### src/rtl/layer_in_buf.sv
// Serial-to-parallel activation buffer feeding the combinational layer.
// Optional framing check on s_last: define LAYER_IN_BUF_LAST_CHECK_EN.
module layer_in_buf #(
  parameter int WIDTH = 8,
  parameter int IN    = 84
) (
  input  logic             clk,
  input  logic             rst,
  input  logic             s_valid,
  output logic             s_ready,
  input  logic [WIDTH-1:0] s_data,
  input  logic             s_last,
  output logic [WIDTH-1:0] x [0:IN-1],
  output logic             x_valid,
  input  logic             x_ready,
  output logic             err,
  output logic [15:0]      vec_cnt
);

  localparam int IW = (IN > 1) ? $clog2(IN) : 1;

  typedef enum logic {
    FILL = 1'b0,
    HOLD = 1'b1
  } state_t;

  state_t           state_q, state_d;
  logic [IW-1:0]    idx_q, idx_d;
  logic             err_q, err_d;
  logic [15:0]      cnt_q, cnt_d;
  logic [WIDTH-1:0] x_q [0:IN-1];

  logic beat;
  logic at_end;
  logic early;
  logic miss;

  assign s_ready = (state_q == FILL) & ~rst;
  assign x_valid = (state_q == HOLD);
  assign beat    = s_valid & s_ready;
  assign at_end  = (idx_q == IW'(IN - 1));

`ifdef LAYER_IN_BUF_LAST_CHECK_EN
  assign early = beat & s_last & ~at_end;
  assign miss  = beat & at_end & ~s_last;
`else
  logic last_unused;
  assign last_unused = s_last;
  assign early = 1'b0;
  assign miss  = 1'b0;
`endif

  // Next-state for the fill/hold sequencer and its counters.
  always_comb begin
    state_d = state_q;
    idx_d   = idx_q;
    err_d   = err_q;
    cnt_d   = cnt_q;
    unique case (1'b1)
      (state_q == FILL): begin
        if (beat) begin
          if (early) begin
            idx_d = '0;
            err_d = 1'b1;
          end else if (at_end) begin
            idx_d   = '0;
            state_d = HOLD;
            if (miss) err_d = 1'b1;
          end else begin
            idx_d = idx_q + 1'b1;
          end
        end
      end
      (state_q == HOLD): begin
        if (x_ready) begin
          state_d = FILL;
          cnt_d   = cnt_q + 16'd1;
        end
      end
      default: ;
    endcase
  end

  // State, counters and the vector registers; reset wins over handshakes.
  always_ff @(posedge clk) begin
    if (rst) begin
      state_q <= FILL;
      idx_q   <= '0;
      err_q   <= 1'b0;
      cnt_q   <= '0;
      for (int k = 0; k < IN; k++) x_q[k] <= '0;
    end else begin
      state_q <= state_d;
      idx_q   <= idx_d;
      err_q   <= err_d;
      cnt_q   <= cnt_d;
      if (beat) x_q[idx_q] <= s_data;
    end
  end

  assign x       = x_q;
  assign err     = err_q;
  assign vec_cnt = cnt_q;

endmodule

### config.mk
export PLATFORM = sky130hd
export DESIGN_NAME = layer_in_buf
export DESIGN_NICKNAME = d
export VERILOG_FILES = /design/src/rtl/layer_in_buf.sv
export SDC_FILE = /design/constraint.sdc
export NUM_CORES = 2
export LEC_CHECK = 0
export BUFFER_PORTS_ARGS = -buffer_cell sky130_fd_sc_hd__buf_2
export CAP_MARGIN = 20
export CORE_AREA = 4 4 271 273
export CTS_CLUSTER_SIZE = 30
export DETAILED_ROUTE_END_ITERATION = 6
export DIE_AREA = 0 0 275 277
export SKIP_CTS_REPAIR_TIMING = 1
export SYNTH_ARGS = -nofsm -noshare
export SYNTH_HDL_FRONTEND = slang
export SYNTH_SLANG_ARGS = --single-unit
### constraint.sdc
create_clock -name clk -period 3.7 [get_ports clk]
set_input_delay 0.37 -clock clk [delete_from_list [all_inputs] [get_ports clk]]
set_output_delay 0.37 -clock clk [all_outputs]
set_load 0.1 [all_outputs]
==> impl_results.md, run 1 <==
- Status: finished, final reports clean
- Synth cell types: 50
- Most common flop cell mapped by yosys: dfxtp_1
- Pleak: 14.0 nW
- CP startpoint kind: flop
- Post-synth EDFFs: 0
- Grt ovf: 0
- Clock skew: 0.0191 ns
- DR WL met3: 7860 um
- Average routed wire per standard cell: 21.1 um
- WP data required: 4.16 ns
- Pwr Density: 482 nW/um^2
- CTS Buffer Depth: 3
- Seq/Total Area, Yosys: 54.2%
- Final Hold Viols: 0
- Nets: 3735
- Peak supply drop: 0.347 mV
- Clk sinks: 696
- Vias in the first global route: 22399
- Final wirelength: 99800 um
- RSZ-0062 raised after global routing: false
- Async SR Flop Fraction: 0%
- GPL Wtd Cong: 0.805
- Tmin final: 2.95 ns
- WHS: 0.120 ns
- Setup violations, final: 0
- Total track usage: 24.9%
- Tcrit/Tclk final: 79.8%
- CTS H-tree lvls: 3
- Drt first pass iters: 5
- FP Rows: 98
- Total of max-cap violations: 0
- Mapped Cells: 3099
- Setup total negative slack: 0 ns
- TritonCTS clock tree: yes
- R2r worst-path depth: 5
- CTS root buf: clkbuf_16
- Max layer used: met4
- Synthesized area per cell: 8.29 sq um
- Layout cells sized above 1: 25.5%
- Largest net degree at the start of global routing: 181
- Antenna-violating nets left: 0
- IO Pins: 704
- Routed wl met2: 46700 um
- Clk slew on worst S/H paths: 0.06 ns
- First-pass GRT wire length: 146000 um
- Max-slew violation count: 0
- Worst slew pin tran: 1.07 ns
- Maximum clock frequency: 339 MHz
- Die width: 275 um
- Initial drt markers: 1963
- CORE AREA: 71100 sq um
- Worst-Skew Late Latency: 0.61 ns
- Buffers on Ports: 701
- Chip height: 277 um
- Total number of yosys warnings: 0
- Initial antenna violation count: 1
- Routed via count: 23866
- Met1 Wirelength: 41700 um
- Core Util, Final: 45.8%
- WS Path Type: flop to flop
- Total power: 15.7 mW
- Die area: 76200 sq um
- DP Wirelength: 66000 um
- Synth-to-layout area growth: 26.7%
- Cell area after synthesis: 25700 sq um
- Hold Crit Depth: 4
- Initial Util: 36.1%
- Worst path arrival time: 3.41 ns
- Crit Path Max Fanout: 17
- CP endpoint kind: flop
- Yosys reg bits: 696
- Hold WC Path Type: input pin to flop
- Syn nets: 3114
- Residual DRC: 0
- Vias per cell: 5.06
- Total CTS buffers: 77
- Slew HR: 28.9%
==> sequential cells by signal (all words and copies together) (netlist names) <==
register  cells
x_valid       1
idx_q         7
vec_cnt      16
x           672
==> cell families after synthesis <==
family	Yosys count	share of synthesized area, %
AND/OR/NAND/NOR	1483	26.0
XOR/XNOR	10	0.341
buffers and inverters	215	3.54
adder cells (fa/ha/maj)	2	0.0974
other	1	0.0146
multiplexers	116	4.53
AO/OA/AOI/OAI	576	11.3
flip-flops	696	54.2
==> area by class of cell <==
class                   instances  area, sq um
flip-flops and latches        696        13900
clock inverters                17          223
multi-input cells            2188        11000
repair buffers                750         3980
fillers                      7123        38600
clock buffers                 112         2220
inverters                       7         26.3
diodes                          1         2.50
well taps                     950         1190
==> synthesized netlist by cell type (11+ instances only) <==
library cell | number | share of area, %
a21oi_1 | 568 | 11
mux2i_1 | 113 | 4.4
nand2_1 | 1130 | 17
buf_2 | 21 | 0.41
dfxtp_1 | 696 | 54
nor3_4 | 33 | 2.1
buf_1 | 13 | 0.19
nand3_1 | 84 | 1.6
nor2_1 | 134 | 2.0
clkbuf_1 | 162 | 2.4
nor3_2 | 34 | 1.3
nor3_1 | 11 | 0.21
==> through the flow <==
stage          worst slack (ns)  area, sq um  std cells
6_report                  0.749        32500       4721
5_1_grt                   0.586        32500       4720
4_1_cts                   0.681        32500       4720
3_5_place_dp              0.675        30100       4591
3_3_place_gp              0.757        30100       4591
2_1_floorplan              1.12        25700       3099
==> power breakdown <==
part	internal [mW]	leakage, nW	switching (mW)
logic	0.0773	7.19	0.537
registers	7.50	5.60	0.00987
clock network	4.43	1.20	3.13
==> layer usage <==
metal | global-route usage [%] | up-vias
met2 | 40.4 | 865
li1 | - | 11442
met5 | 0 | -
met1 | 32.5 | 11382
met3 | 5.86 | 177
met4 | 9.05 | 0
==> path summary, 6_finish.rpt <==
path	from	end	slack [ns]
setup / recovery	idx_q[3]	x[191]	0.75
hold / removal	x_ready	x_valid	0.12
hold reg to reg	x[437]	x[437]	0.45
setup reg to reg	idx_q[3]	x[191]	0.75
==> worst max-delay path, cell delays in order (launching register included) <==
cell,delay (ns)
dfxtp_1,0.91
buf_4,0.32
and4b_1,0.56
nand3_1,0.62
mux2i_1,0.35
nor2_1,0.06
==> placed cells by master, fill, tap and decap left out, drive strengths merged, types with 6 or more instances in the layout <==
master   instances
xnor2            7
nand2         1130
nor4bb           6
dfxtp          696
nand4bb          6
a21oi          568
nor2           134
buf            750
clkinv          10
nand3           90
inv             10
clkbuf         112
mux2i          113
nor3            78
Power figures use the tool's default switching activity.
==> inputs of run 2 (changes only) <==
clock period = 2.8 ns   (was 3.7 ns; I/O delays follow)
==> run 2 against run 1 <==
Worst setup slack lost 0.17 ns. Die area is the same. Clock skew grew 0.0081 ns. Sequential share of layout area shrank 0.64 points. Critical endpoint is now x[275]. Worst hold slack lost 0.11 ns.
==> impl_results.md, run 2 (synthesis gave the netlist of run 1 again) <==
- Layout cells sized above 1: 26.3%
- CTS H-tree lvls: 3
- Cell Int Power: 16.0 mW
- WS Path Type: flop to flop
- CTS Buffer Depth: 3
- Worst slew pin tran: 1.11 ns
- Tcrit/Tclk final: 79.5%
- Initial drt markers: 1833
- Slew HR: 25.9%
- Comb pwr share: 4.0%
- CP Cell Sequence: nor4b_2, buf_4, nand3_1, mux2i_1, nor2_1
- Peak supply drop: 0.446 mV
- Non-filler instance count after layout: 4762
- Antenna-violating nets left: 0
- Final setup margin: 0.575 ns
- Clk slew on worst S/H paths: 0.05 ns
- Worst path arrival time: 2.69 ns
- Routed via count: 24060
- Residual DRC: 0
- Core Util, Final: 46.4%
- FP Rows: 98
- Finished Cell Area: 33000 sq um
- Clk sinks: 696
- Reg power frac: 47.3%
- Worst-Skew Late Latency: 0.62 ns
- WHS: 0.0109 ns
- First-pass GRT wire length: 147000 um
- CP max stage delay: 0.51 ns
- Crit path max-delay cell type: nand3_1
- Initial Util: 36.1%
- Total power: 21.0 mW
- Tmin final: 2.22 ns
- Grt ovf: 0
- CORE AREA: 71100 sq um
- CP endpoint kind: flop
- Vias in the first global route: 22650
- Nets: 3767
- GPL Wtd Cong: 0.794
- Setup violations, final: 0
- Final Hold Viols: 0
- CTS root buf: clkbuf_16
- Clock skew: 0.0272 ns
- IO Pins: 704
- Maximum clock frequency: 449 MHz
- Status: finished, final reports clean
- Synth-to-layout area growth: 28.6%
- Initial antenna violation count: 2
- Switch share: 23.6%
- Total of max-cap violations: 0
- Die width: 275 um
- Buffers on Ports: 701
- Die area: 76200 sq um
- Fillcell total: 7063
- Highest-count cells in the layout ignoring fill and taps: 1129 x nand2_1, 695 x dfxtp_1, 692 x buf_2
- Clk network pwr share: 48.6%
- Max reg flops: 672
- CP startpoint kind: flop
- Chip height: 277 um
- WP data required: 3.26 ns
- Vias per cell: 5.05
- Total CTS buffers: 77
- Total track usage: 25.1%
- Register area: 13900 sq um
- Setup total negative slack: 0 ns
- Average routed wire per standard cell: 21.1 um
- Multi-input logic area: 11000 sq um
- Switching pwr: 4.96 mW
- Final wirelength: 100000 um
- Crit Path Max Fanout: 12
- Commonest non-fill, non-tap cell in the layout: nand2_1
- Hold WC Path Type: input pin to flop
- Largest net degree at the start of global routing: 190
- TritonCTS clock tree: yes
- RSZ-0062 raised after global routing: false
- Drt first pass iters: 5
- Pwr Density: 635 nW/um^2
- Dpl cells: 4622
- Setup slack at placement: 0.524 ns
- Pleak: 14.2 nW
- Placed instance area: 30500 sq um
- Max-slew violation count: 0
- DP Wirelength: 65200 um
[run 2: worst max-delay path: cells and delay by family (launching register included)]
family,cells,cell delay [ns]
buf+inv,1,0.26
flops,1,0.47
mux,1,0.34
simple gates,3,1.01
[run 2: path summary, 6_finish.rpt]
check | endpoint | slack [ns] | start | cells after the start
max | x[275] | 0.58 | x_valid | 5
min | x_valid | 0.01 | x_ready | 4
max reg2reg | x[275] | 0.58 | x_valid | 5
min reg2reg | x[24] | 0.45 | x[24] | 2
[run 2: final cells by class]
class	instances	share of cell area, %
Tap cell	950	3.60
Timing Repair Buffer	782	13.3
Sequential cell	696	42.2
Clock inverter	23	0.822
Multi-Input combinational cell	2188	33.2
Inverter	7	0.0795
Clock buffer	115	6.84
Antenna cell	1	0.00758
[run 2: per-layer routing]
metal  track usage, %  vias to the layer above  wire length (um)
li1                 -                    11520                 -
met1             32.4                    11443             41800
met2             40.8                      904             47100
met3             5.96                      191              7930
met4             9.16                        2              3570
met5                0                        -                 7
[run 2: power groups by stage]
stage	registers (mW)	clock network, mW	logic (mW)
after floorplan	10.2	0	0.418
after global routing	9.92	10.8	0.882
after CTS	9.93	10.4	0.841
final	9.93	10.2	0.849
after detailed placement	10.1	0	0.841
after global placement	10.1	0	0.841
